--- src/rtl/div_unit.sv ---
// Multi-cycle RV32M divide/remainder unit (DIV, DIVU, REM, REMU).
// Radix-2 restoring divider on operand magnitudes; signs are fixed up in a final cycle.
module div_unit #(
    parameter int WIDTH        = 32,
    parameter bit FAST_SPECIAL = 1'b1
) (
    input  logic             I_clk,
    input  logic             I_reset,
    input  logic             I_en,
    input  logic [WIDTH-1:0] I_dataS1,
    input  logic [WIDTH-1:0] I_dataS2,
    input  logic [1:0]       I_divop,
    output logic             O_busy,
    output logic             O_valid,
    output logic [WIDTH-1:0] O_data
);

    localparam int CW = $clog2(WIDTH);
    localparam logic [CW-1:0]    LAST_ITER = CW'(WIDTH - 1);
    localparam logic [WIDTH-1:0] MIN_NEG   = {1'b1, {(WIDTH-1){1'b0}}};

    typedef enum logic [1:0] {
        ST_IDLE,
        ST_RUN,
        ST_FIN,
        ST_FAST
    } state_t;

    // Handshake: a request is taken on a rising edge where I_en=1 and O_busy=0;
    // O_valid pulses for exactly one cycle with O_busy=0, so a new request may be
    // taken in that same cycle. I_en while O_busy=1 is dropped.
    state_t           state_q, state_d;
    logic             is_rem_q, is_rem_d;
    logic             neg1_q, neg1_d;
    logic             neg2_q, neg2_d;
    logic [WIDTH-1:0] dvd_q, dvd_d;
    logic [WIDTH-1:0] dvs_q, dvs_d;
    logic [WIDTH-1:0] rem_q, rem_d;
    logic [CW-1:0]    cnt_q, cnt_d;
    logic [WIDTH-1:0] data_q, data_d;
    logic             valid_q, valid_d;

    logic             signed_op, a_neg, b_neg, is_zero, is_ovf, q_bit;
    logic [WIDTH-1:0] abs_a, abs_b, rem_sub, quo_fix, rem_fix;
    logic [WIDTH:0]   rem_shift;

    always_comb begin
        signed_op = ~I_divop[0];
        a_neg     = signed_op & I_dataS1[WIDTH-1];
        b_neg     = signed_op & I_dataS2[WIDTH-1];
        abs_a     = a_neg ? -I_dataS1 : I_dataS1;
        abs_b     = b_neg ? -I_dataS2 : I_dataS2;
        is_zero   = (I_dataS2 == '0);
        is_ovf    = signed_op && (I_dataS1 == MIN_NEG) && (I_dataS2 == '1);

        // rem < dvs holds every step, so the low WIDTH bits of the difference suffice
        rem_shift = {rem_q, dvd_q[WIDTH-1]};
        q_bit     = (rem_shift >= {1'b0, dvs_q});
        rem_sub   = rem_shift[WIDTH-1:0] - dvs_q;

        // A zero divisor must still give all-ones, so the quotient sign fix-up is skipped
        quo_fix   = ((neg1_q ^ neg2_q) && (dvs_q != '0)) ? -dvd_q : dvd_q;
        rem_fix   = neg1_q ? -rem_q : rem_q;
    end

    always_comb begin
        state_d  = state_q;
        is_rem_d = is_rem_q;
        neg1_d   = neg1_q;
        neg2_d   = neg2_q;
        dvd_d    = dvd_q;
        dvs_d    = dvs_q;
        rem_d    = rem_q;
        cnt_d    = cnt_q;
        data_d   = data_q;
        valid_d  = 1'b0;

        case (state_q)
            ST_IDLE: begin
                if (I_en) begin
                    is_rem_d = I_divop[1];
                    neg1_d   = a_neg;
                    neg2_d   = b_neg;
                    dvd_d    = abs_a;
                    dvs_d    = abs_b;
                    rem_d    = '0;
                    cnt_d    = '0;
                    state_d  = ST_RUN;
                    if (FAST_SPECIAL && (is_zero || is_ovf)) begin
                        // Results are final here; FAST just publishes them unmodified
                        dvd_d   = is_zero ? '1 : MIN_NEG;
                        rem_d   = is_zero ? I_dataS1 : '0;
                        neg1_d  = 1'b0;
                        neg2_d  = 1'b0;
                        state_d = ST_FAST;
                    end
                end
            end
            ST_RUN: begin
                rem_d = q_bit ? rem_sub : rem_shift[WIDTH-1:0];
                dvd_d = {dvd_q[WIDTH-2:0], q_bit};
                cnt_d = cnt_q + CW'(1);
                if (cnt_q == LAST_ITER) begin
                    state_d = ST_FIN;
                end
            end
            ST_FIN: begin
                data_d  = is_rem_q ? rem_fix : quo_fix;
                valid_d = 1'b1;
                state_d = ST_IDLE;
            end
            ST_FAST: begin
                data_d  = is_rem_q ? rem_q : dvd_q;
                valid_d = 1'b1;
                state_d = ST_IDLE;
            end
            default: state_d = ST_IDLE;
        endcase
    end

    always_ff @(posedge I_clk) begin
        if (I_reset) begin
            state_q  <= ST_IDLE;
            is_rem_q <= 1'b0;
            neg1_q   <= 1'b0;
            neg2_q   <= 1'b0;
            dvd_q    <= '0;
            dvs_q    <= '0;
            rem_q    <= '0;
            cnt_q    <= '0;
            data_q   <= '0;
            valid_q  <= 1'b0;
        end else begin
            state_q  <= state_d;
            is_rem_q <= is_rem_d;
            neg1_q   <= neg1_d;
            neg2_q   <= neg2_d;
            dvd_q    <= dvd_d;
            dvs_q    <= dvs_d;
            rem_q    <= rem_d;
            cnt_q    <= cnt_d;
            data_q   <= data_d;
            valid_q  <= valid_d;
        end
    end

    assign O_busy  = (state_q != ST_IDLE);
    assign O_valid = valid_q;
    assign O_data  = data_q;

endmodule

--- config.mk ---
export PLATFORM = sky130hd
export DESIGN_NAME = div_unit
export DESIGN_NICKNAME = d
export VERILOG_FILES = /design/src/rtl/div_unit.sv
export SDC_FILE = /design/constraint.sdc
export NUM_CORES = 1
export LEC_CHECK = 0
export ABC_AREA = 1
export BUFFER_PORTS_ARGS = -buffer_cell sky130_fd_sc_hd__buf_4
export CAP_MARGIN = 20
export CORE_ASPECT_RATIO = 0.6
export CORE_MARGIN = 2
export CORE_UTILIZATION = 30
export CTS_CLUSTER_DIAMETER = 150
export DETAILED_ROUTE_END_ITERATION = 7
export PLACE_DENSITY = 0.51
export SETUP_SLACK_MARGIN = 0.1
export SLEW_MARGIN = 0
export SYNTH_ARGS = -nofsm -noshare
export SYNTH_HDL_FRONTEND = slang
export SYNTH_SLANG_ARGS = --single-unit
--- constraint.sdc ---
create_clock -name I_clk -period 2.45 [get_ports I_clk]
set_clock_uncertainty 0.05 [all_clocks]
set_input_delay 0.3675 -clock I_clk [delete_from_list [all_inputs] [get_ports I_clk]]
set_output_delay 0.3675 -clock I_clk [all_outputs]
set_load 0.01 [all_outputs]
==> impl_metrics.env, run 1 <==
export IMPL_fin_util_pct=39.7
export IMPL_relSlewSlack_pct=49.2
export IMPL_cp_arrival_ps=2690
export IMPL_grtUsageTotal_pct=29.1
export IMPL_cp_endpoint="rem_q[23]"
export IMPL_synth_top_area_share_pct=22.4
export IMPL_cp_buffers_inverters=5
export IMPL_worst_hold_slack_ps=161
export IMPL_grt_ovfl_total=0
export IMPL_core_area_mm2=0.0451
export IMPL_routed_via_density=5.24
export IMPL_n_antenna_cell=0
export IMPL_io_pins=103
export IMPL_die_h_um=170
export IMPL_cp_end_kind="flip-flop"
export IMPL_clockRootBuffer="clkbuf_16"
export IMPL_peakVddDrop_v=0.000550
export IMPL_ys_types=49
export IMPL_ant_nets=0
export IMPL_async_flop_share_pct=0
export IMPL_synth_edf_count=0
export IMPL_r2r_end="rem_q[23]"
export IMPL_power_density_mw_per_mm2=876
export IMPL_layout_drive_gt1_share_pct=20.2
export IMPL_drv_cap=0
export IMPL_critPathMaxFanout=6
export IMPL_cts_buffer_depth=2
export IMPL_fin_cells=3348
export IMPL_critPathKind="reg -> reg"
export IMPL_worstSkewPairLatency_ps=460
export IMPL_syn_area_mm2=0.0138
export IMPL_yosysTopAreaCell="nand2_1"
export IMPL_hold_viol=0
export IMPL_syn_inst=2509
export IMPL_setup_viol=0
export IMPL_cts_tree="built"
export IMPL_die_area_mm2=0.0479
export IMPL_rsz0062_at_grt="true"
export IMPL_dr_pass1_iters=5
export IMPL_synthTopCellsByArea="nand2_1, dfxtp_1, inv_1"
export IMPL_cpLargestDelayFamily="simple AND/OR/NAND/NOR gates"
export IMPL_startpoint="dvs_q[2]"
export IMPL_dpl_hpwl_um=56300
export IMPL_dpl_cell_count=3288
export IMPL_drt_iter0_drc=2204
export IMPL_start_util_pct=30.7
export IMPL_ys_ff_latch=139
export IMPL_synthFlopType="dfxtp_1"
export IMPL_clock_sinks=139
export IMPL_grt_pass1_wl_um=103000
export IMPL_power_mw=15.7
export IMPL_die_w_um=281
export IMPL_fin_crit_sh_pct=95.6
export IMPL_place_congestion=0.988
export IMPL_grt_max_degree=72
export IMPL_timing_fmax_ghz=0.427
export IMPL_yosysWarnings=0
export IMPL_required_ps=2800
export IMPL_rows=60
export IMPL_min_period_ps=2340
export IMPL_vias=17500
export IMPL_synth_commonest_cells="nand2_1, inv_1, nor2_1, nand3_1, a21oi_1"
export IMPL_crit_top_cell="nor2_4"
export IMPL_path_cells="clkinvlp_4 -> ha_4 -> nand2_4 -> inv_4 -> nand3_2 -> nor2_2 -> nand2_2 -> nor2_4 -> nor2_4 -> buf_6 -> nand2_8 -> buf_4 -> nand3_1 -> nand2_1 -> inv_1 -> a21oi_2"
export IMPL_postPlaceCellArea_mm2=0.0162
export IMPL_worst_path_stages=16
export IMPL_startpoint_type="flip-flop"
export IMPL_avgSynthCellArea_um2=5.51
export IMPL_antenna_found_initial=2
export IMPL_synth_seq_area_share_pct=20.1
export IMPL_regToRegSetupSlack_ps=110
export IMPL_io_buffers=102
export IMPL_worstMarginPinSlew_ps=761
export IMPL_routedWlPerCell_um=21.3
export IMPL_cts_buffers=17
export IMPL_fin_area_mm2=0.0179
export IMPL_yosysMostFrequentCell="nand2_1"
export IMPL_hold_class="in -> reg"
export IMPL_drc=0
export IMPL_final_nets=2824
export IMPL_cp_slowest_cell="ha_4"
export IMPL_syn_num_nets=2618
export IMPL_drt_wl_total_um=71400
export IMPL_htree_levels=4
export IMPL_syn2layout_area_growth_pct=29.6
export IMPL_grt_pass1_vias=15900
export IMPL_status="completed"
export IMPL_rr_worst_depth=16
export IMPL_drv_slew=0
export IMPL_slowest_delay_ps=390
export IMPL_clk_pin_slew_worst_paths_ps=70
export IMPL_p_leak_nw=8.65
export IMPL_r2r_start="dvs_q[2]"
[cell usage in the layout (no fill, tap or decap), types with 24 or more instances in the layout]
| cell type | netlist | layout |
|---|---|---|
| a21oi_1 | 177 | 167 |
| a21oi_2 | 15 | 25 |
| buf_4 | 3 | 267 |
| dfxtp_1 | 139 | 126 |
| ha_4 | 0 | 31 |
| inv_1 | 314 | 284 |
| inv_2 | 11 | 36 |
| nand2_1 | 825 | 795 |
| nand2_2 | 11 | 38 |
| nand3_1 | 196 | 186 |
| nand4_1 | 54 | 54 |
| nor2_1 | 251 | 234 |
| nor2_4 | 8 | 24 |
| nor3_1 | 29 | 27 |
| o21ai_0 | 165 | 162 |
| xor2_1 | 49 | 48 |
[through the flow]
stage	worst slack, ps	TNS [ps]
CTS	96.6	0
floorplan	360	0
global placement	-149	-1550
global route	-27.1	-48.5
finish	108	0
detailed placement	-112	-1650
[metal layers]
layer | vias up | routed length, um | track usage [%] | share of wire [%]
li1 | 8464 | - | - | -
met1 | 8297 | 37200 | 47.1 | 52
met2 | 731 | 25500 | 36.9 | 36
met3 | 40 | 7950 | 8.68 | 11
met4 | 0 | 721 | 3.63 | 1.0
met5 | - | 0 | 0 | 0
[how the worst min path moves through the flow]
stage,startpoint,endpoint,slack (ps),cells past startpoint
floorplan,cnt_q[3],cnt_q[3],390,2
global placement,cnt_q[3],cnt_q[3],400,2
detailed placement,cnt_q[3],cnt_q[3],410,2
CTS,I_dataS2[31],dvs_q[31],150,3
global route,I_dataS2[31],dvs_q[31],160,3
finish,I_dataS2[31],dvs_q[31],160,3
[state kept, by name, summed over array words and instances, names as in the netlist]
signal and cells:
O_valid 1, dvs_q 32, neg2_q 1, neg1_q 1
dvd_q 32, O_data 32, rem_q 32, cnt_q 5
is_rem_q 1, state_q 2
[where the power goes]
part	internal, mW	switching, mW	leakage (nW)	total, mW
Sequential	2.56	0.411	1.14	2.97
Combinational	3.59	6.33	7.21	9.92
Clock	1.54	1.28	0.291	2.82
[cell families after synthesis]
| family | Yosys count | share of synthesized area [%] |
|---|---|---|
| buf+inv | 431 | 12.3 |
| xor+xnor | 57 | 3.61 |
| simple gates | 1426 | 44.1 |
| flops | 139 | 20.1 |
| fa+ha+maj | 40 | 3.67 |
| compound gates | 416 | 16.2 |
[layout make-up]
| type | instances | area [um^2] |
|---|---|---|
| fillers | 5076 | 27200 |
| multi-input cells | 1943 | 10200 |
| flip-flops and latches | 139 | 2800 |
| repair buffers | 284 | 2330 |
| inverters | 330 | 1260 |
| well taps | 620 | 776 |
| clock buffers | 17 | 425 |
| clock inverters | 15 | 175 |
[worst min-delay path, cell delays in order]
cell and delay [ps]:
buf_4 120, a211oi_1 70, nor2_1 80
[timing repair]
| action | 4_1_cts | 5_1_grt |
|---|---|---|
| gates cloned | 1 | 5 |
| hold buffers | 0 | 0 |
| setup buffers | 6 | 16 |
| gates resized for setup | 56 | 132 |
| pin swaps | 6 | 23 |
| setup endpoints to repair | 39 | 54 |
Power figures use the tool's default switching activity.
==> run 2, diff against run 1 <==
--- a/config.mk
+++ b/config.mk
@@ -13,6 +13,7 @@
 export CORE_UTILIZATION = 30
 export CTS_CLUSTER_DIAMETER = 150
 export DETAILED_ROUTE_END_ITERATION = 7
+export GPL_TIMING_DRIVEN = 0
 export PLACE_DENSITY = 0.51
 export SETUP_SLACK_MARGIN = 0.1
 export SLEW_MARGIN = 0
==> impl_metrics.env, run 2 (synthesized netlist as in run 1, its figures left out) <==
export IMPL_status="completed"
export IMPL_cts_tree="built"
export IMPL_regToRegSetupSlack_ps=30
export IMPL_grt_ovfl_total=0
export IMPL_antenna_found_initial=3
export IMPL_startpoint_type="flip-flop"
export IMPL_vias=17800
export IMPL_peakVddDrop_v=0.000392
export IMPL_grtUsageTotal_pct=30.5
export IMPL_seqPwrFrac_pct=20.5
export IMPL_syn2layout_area_growth_pct=26.1
export IMPL_layout_drive_gt1_share_pct=18.9
export IMPL_cp_arrival_ps=2760
export IMPL_drt_iter0_drc=2534
export IMPL_grt_pass1_vias=15700
export IMPL_dpl_cell_count=3231
export IMPL_slowest_delay_ps=380
export IMPL_rows=60
export IMPL_relSlewSlack_pct=38.6
export IMPL_timing_fmax_ghz=0.413
export IMPL_worst_hold_slack_ps=155
export IMPL_drv_slew=0
export IMPL_drv_cap=0
export IMPL_rsz0062_at_grt="true"
export IMPL_clockRootBuffer="clkbuf_16"
export IMPL_worstSkewPairLatency_ps=460
export IMPL_p_leak_nw=8.21
export IMPL_place_congestion=1.04
export IMPL_holdBufCountCts=0
export IMPL_start_util_pct=30.7
export IMPL_cts_buffers=17
export IMPL_die_w_um=281
export IMPL_hold_start="I_dataS2[31]"
export IMPL_dpl_hpwl_um=61300
export IMPL_drc=0
export IMPL_final_common_cell="nand2_1"
export IMPL_ant_nets=0
export IMPL_power_density_mw_per_mm2=879
export IMPL_grt_pass1_wl_um=106000
export IMPL_io_buffers=101
export IMPL_cp_end_kind="flip-flop"
export IMPL_rr_worst_depth=14
export IMPL_p_int_mw=7.18
export IMPL_clk_pin_slew_worst_paths_ps=70
export IMPL_postPlaceCellArea_mm2=0.0154
export IMPL_hold_class="in -> reg"
export IMPL_routed_via_density=5.40
export IMPL_hold_viol=0
export IMPL_core_area_mm2=0.0451
export IMPL_routedWlPerCell_um=22.5
export IMPL_final_nets=2780
export IMPL_setup_viol=0
export IMPL_hold_end="dvs_q[31]"
export IMPL_sw_frac_of_total_pct=53.2
export IMPL_critPathMaxFanout=7
export IMPL_critPathKind="reg -> reg"
export IMPL_path_cells="clkinvlp_4 -> ha_4 -> nand2_4 -> nor2_4 -> nand2_2 -> nor2_4 -> nand2_2 -> nor2_4 -> nor2_4 -> nand2_8 -> nand2_2 -> nor2_1 -> nand2_1 -> a21oi_1"
export IMPL_required_ps=2790
export IMPL_io_pins=103
export IMPL_min_period_ps=2420
export IMPL_fin_crit_sh_pct=98.8
export IMPL_crit_top_cell="nor2_4"
export IMPL_die_area_mm2=0.0479
export IMPL_fin_area_mm2=0.0174
export IMPL_fin_cells=3306
export IMPL_final_cell_mix="nand2_1, inv_1, nor2_1"
export IMPL_clock_sinks=139
export IMPL_worstHoldPathCells=3
export IMPL_worstMarginPinSlew_ps=921
export IMPL_r2r_end="rem_q[29]"
export IMPL_clockPowerShare_pct=18.1
export IMPL_grt_max_degree=17
export IMPL_htree_levels=4
export IMPL_r2r_start="dvs_q[9]"
export IMPL_cts_buffer_depth=2
export IMPL_p_sw_mw=8.15
export IMPL_pwr_share_comb_pct=61.4
export IMPL_fill_cells=5073
export IMPL_cp_slowest_cell="ha_4"
export IMPL_die_h_um=170
export IMPL_drt_wl_total_um=74400
export IMPL_tns_ps=0
export IMPL_dr_pass1_iters=8
export IMPL_fin_util_pct=38.7
run 2: cell types whose count changed in the layout (fill, tap and decap cells not counted), sizes merged:
cell and delta:
nand2 -1, clkbuf +69, clkinvlp +1, inv -7
diode +2, nor2 -3, buf -106, clkinv +3
run 2: layout make-up:
type / instances / area, um^2 / area share (%)
Antenna cell: 2 / 5.00 / 0.0287
Buffer: 101 / 542 / 3.11
Sequential cell: 139 / 2850 / 16.3
Clock inverter: 12 / 139 / 0.796
Multi-Input combinational cell: 1939 / 10300 / 59.0
Timing Repair Buffer: 143 / 1140 / 6.52
Clock buffer: 20 / 447 / 2.56
Inverter: 330 / 1260 / 7.24
Tap cell: 620 / 776 / 4.45
run 2: power groups by stage:
stage                     Clock, mW  Sequential [mW]  Combinational, mW
after floorplan                   0             2.86               5.05
after global placement            0             3.09               7.59
after detailed placement          0             3.09               7.58
after CTS                      2.77             3.10               8.35
after global routing           2.87             3.16               10.1
final                          2.78             3.14               9.41
run 2: repair_timing:
item | in CTS | in global routing
buffers inserted | 19 | 19
resized for setup | 162 | 164
gates cloned | 3 | 0
pin swaps | 26 | 38
endpoints found under the setup margin | 72 | 77
run 2: per-stage QoR:
step / worst slack (ps) / power [mW]
after CTS: 25.6 / 14.2
after floorplan: 360 / 7.92
after detailed placement: -503 / 10.7
final: 30.5 / 15.3
after global placement: -729 / 10.7
after global routing: -57.9 / 16.1
run 2: layer usage:
layer | GRT usage (%) | vias to the layer above | part of all wire (%)
li1 | - | 8399 | -
met2 | 37.1 | 957 | 34
met3 | 11.9 | 69 | 15
met4 | 4.30 | 4 | 1.2
met5 | 0 | - | 0.034
met1 | 48.7 | 8420 | 50
run 2: worst max path at each step:
stage,start,endpoint,slack (ps),depth (start not counted)
floorplan,dvd_q[31],rem_q[28],360,15
detailed placement,dvd_q[31],rem_q[28],-500,16
global placement,dvd_q[1],O_data[8],-730,10
finish,dvs_q[9],rem_q[29],30,14
CTS,dvd_q[31],rem_q[28],30,16
global route,dvs_q[5],rem_q[8],-60,16
run 2: worst max-delay path: cells and delay by family, from the launching register on:
kind / cells / cell delay (ps)
AO/OA/AOI/OAI: 1 / 130
flip-flops: 1 / 350
buffers and inverters: 1 / 220
adder cells (fa/ha/maj): 1 / 380
AND/OR/NAND/NOR: 11 / 1210
==> run 3, diff against run 2 <==
==> constraint.sdc (replaced) <==
create_clock -name I_clk -period 2.55 [get_ports I_clk]
set_clock_uncertainty 0.05 [all_clocks]
set_input_delay 0.3825 -clock I_clk [delete_from_list [all_inputs] [get_ports I_clk]]
set_output_delay 0.3825 -clock I_clk [all_outputs]
set_load 0.01 [all_outputs]
==> impl_metrics.env, run 3 (synthesized netlist as in run 1, its figures left out) <==
export IMPL_cp_endpoint="rem_q[28]"
export IMPL_required_ps=2900
export IMPL_cp_arrival_ps=2880
export IMPL_regToRegSetupSlack_ps=20
export IMPL_rr_worst_depth=15
export IMPL_worst_hold_slack_ps=174
export IMPL_ant_nets=0
export IMPL_status="completed"
export IMPL_slowest_delay_ps=410
export IMPL_worstSkewPairLatency_ps=460
export IMPL_rsz0062_at_grt="true"
export IMPL_grt_pass1_wl_um=105000
export IMPL_die_h_um=170
export IMPL_syn2layout_area_growth_pct=21.9
export IMPL_hold_class="in -> reg"
export IMPL_cts_buffer_depth=2
export IMPL_core_area_mm2=0.0451
export IMPL_final_nets=2765
export IMPL_min_period_ps=2530
export IMPL_grtUsageTotal_pct=30.3
export IMPL_grt_ovfl_total=0
export IMPL_cts_tree="built"
export IMPL_startpoint_type="flip-flop"
export IMPL_relSlewSlack_pct=40.8
export IMPL_crit_top_cell="nor2_4"
export IMPL_power_density_mw_per_mm2=836
export IMPL_startpoint="dvs_q[9]"
export IMPL_drt_wl_total_um=73800
export IMPL_place_congestion=1.04
export IMPL_drt_iter0_drc=2467
export IMPL_final_common_cell="nand2_1"
export IMPL_peakVddDrop_v=0.000369
export IMPL_clk_pin_slew_worst_paths_ps=70
export IMPL_dr_pass1_iters=6
export IMPL_io_buffers=101
export IMPL_hold_viol=0
export IMPL_die_area_mm2=0.0479
export IMPL_p_leak_nw=8.03
export IMPL_dpl_hpwl_um=61300
export IMPL_antenna_found_initial=2
export IMPL_die_w_um=281
export IMPL_setup_viol=0
export IMPL_routed_via_density=5.36
export IMPL_cp_end_kind="flip-flop"
export IMPL_final_cell_mix="nand2_1, inv_1, nor2_1"
export IMPL_vias=17700
export IMPL_drv_cap=0
export IMPL_r2r_start="dvs_q[9]"
export IMPL_worstMarginPinSlew_ps=889
export IMPL_holdBufCountCts=0
export IMPL_critPathMaxFanout=10
export IMPL_fin_ws_ps=16.8
export IMPL_critPathKind="reg -> reg"
export IMPL_clockRootBuffer="clkbuf_16"
export IMPL_io_pins=103
export IMPL_grt_max_degree=17
export IMPL_r2r_end="rem_q[28]"
export IMPL_routedWlPerCell_um=22.4
export IMPL_path_cells="clkinvlp_4 -> ha_4 -> nand2_2 -> nor2_4 -> nand2_2 -> nor2_4 -> nand2_2 -> nor2_4 -> nor2_4 -> nand2_4 -> buf_8 -> nand3_1 -> nor2_2 -> nor2_1 -> nor2_1"
export IMPL_rows=60
export IMPL_htree_levels=4
export IMPL_start_util_pct=30.7
export IMPL_timing_fmax_ghz=0.395
export IMPL_dp_slack_ps=-403
export IMPL_cts_buffers=17
export IMPL_fin_crit_sh_pct=99.3
export IMPL_tns_ps=0
export IMPL_drv_slew=0
export IMPL_drc=0
export IMPL_clock_sinks=139
export IMPL_grt_pass1_vias=15500
export IMPL_cp_slowest_cell="ha_4"
export IMPL_layout_drive_gt1_share_pct=15.6
==> run 3: power breakdown <==
part	total (mW)	internal [mW]	switching [mW]
registers	3.00	2.48	0.523
clock network	2.65	1.48	1.17
logic	8.45	2.61	5.84
==> run 3: layer usage <==
layer	track usage, %	wire, um	vias to the layer above
met2	36.6	25300	948
met4	4.30	752	2
li1	-	-	8364
met5	0	17	-
met1	48.2	36800	8275
met3	12.1	10900	62
==> run 3: worst min path at each step <==
| stage | cells after the start | start | endpoint | slack, ps |
|---|---|---|---|---|
| final | 3 | I_dataS2[31] | dvs_q[31] | 170 |
| after global routing | 3 | I_dataS2[31] | dvs_q[31] | 180 |
| after CTS | 3 | I_dataS2[31] | dvs_q[31] | 170 |
| after detailed placement | 2 | cnt_q[3] | cnt_q[3] | 420 |
| after global placement | 2 | cnt_q[4] | cnt_q[4] | 410 |
| after floorplan | 2 | cnt_q[3] | cnt_q[3] | 390 |
==> run 3: area by class of cell <==
type	count	area, um^2
multi-input cells	1939	9890
clock inverters	12	139
repair buffers	128	990
flip-flops and latches	139	2840
plain buffers	101	507
fillers	5129	28300
clock buffers	20	447
diodes	3	7.51
inverters	330	1270
well taps	620	776
==> run 3: worst max-delay path, delay by kind of cell (launching register included) <==
family        cells  cell delay [ps]
flops             1              350
buf+inv           2              400
simple gates     12             1250
fa+ha+maj         1              410
==> run 3: what timing repair did <==
item,4_1_cts,5_1_grt
setup endpoints to repair,52,75
gates cloned,0,1
pin swaps,7,22
setup buffers,8,17
resized for setup,61,149
==> run 3: stage by stage <==
step	cell area (um^2)	util (%)	cells	power, mW
after floorplan	13800	-	2509	7.61
after global placement	15400	34.1	3230	10.3
after detailed placement	15400	34.1	3231	10.2
after CTS	16300	36.0	3271	13.2
after global routing	16800	37.3	3289	14.9
final	16900	37.4	3292	14.1
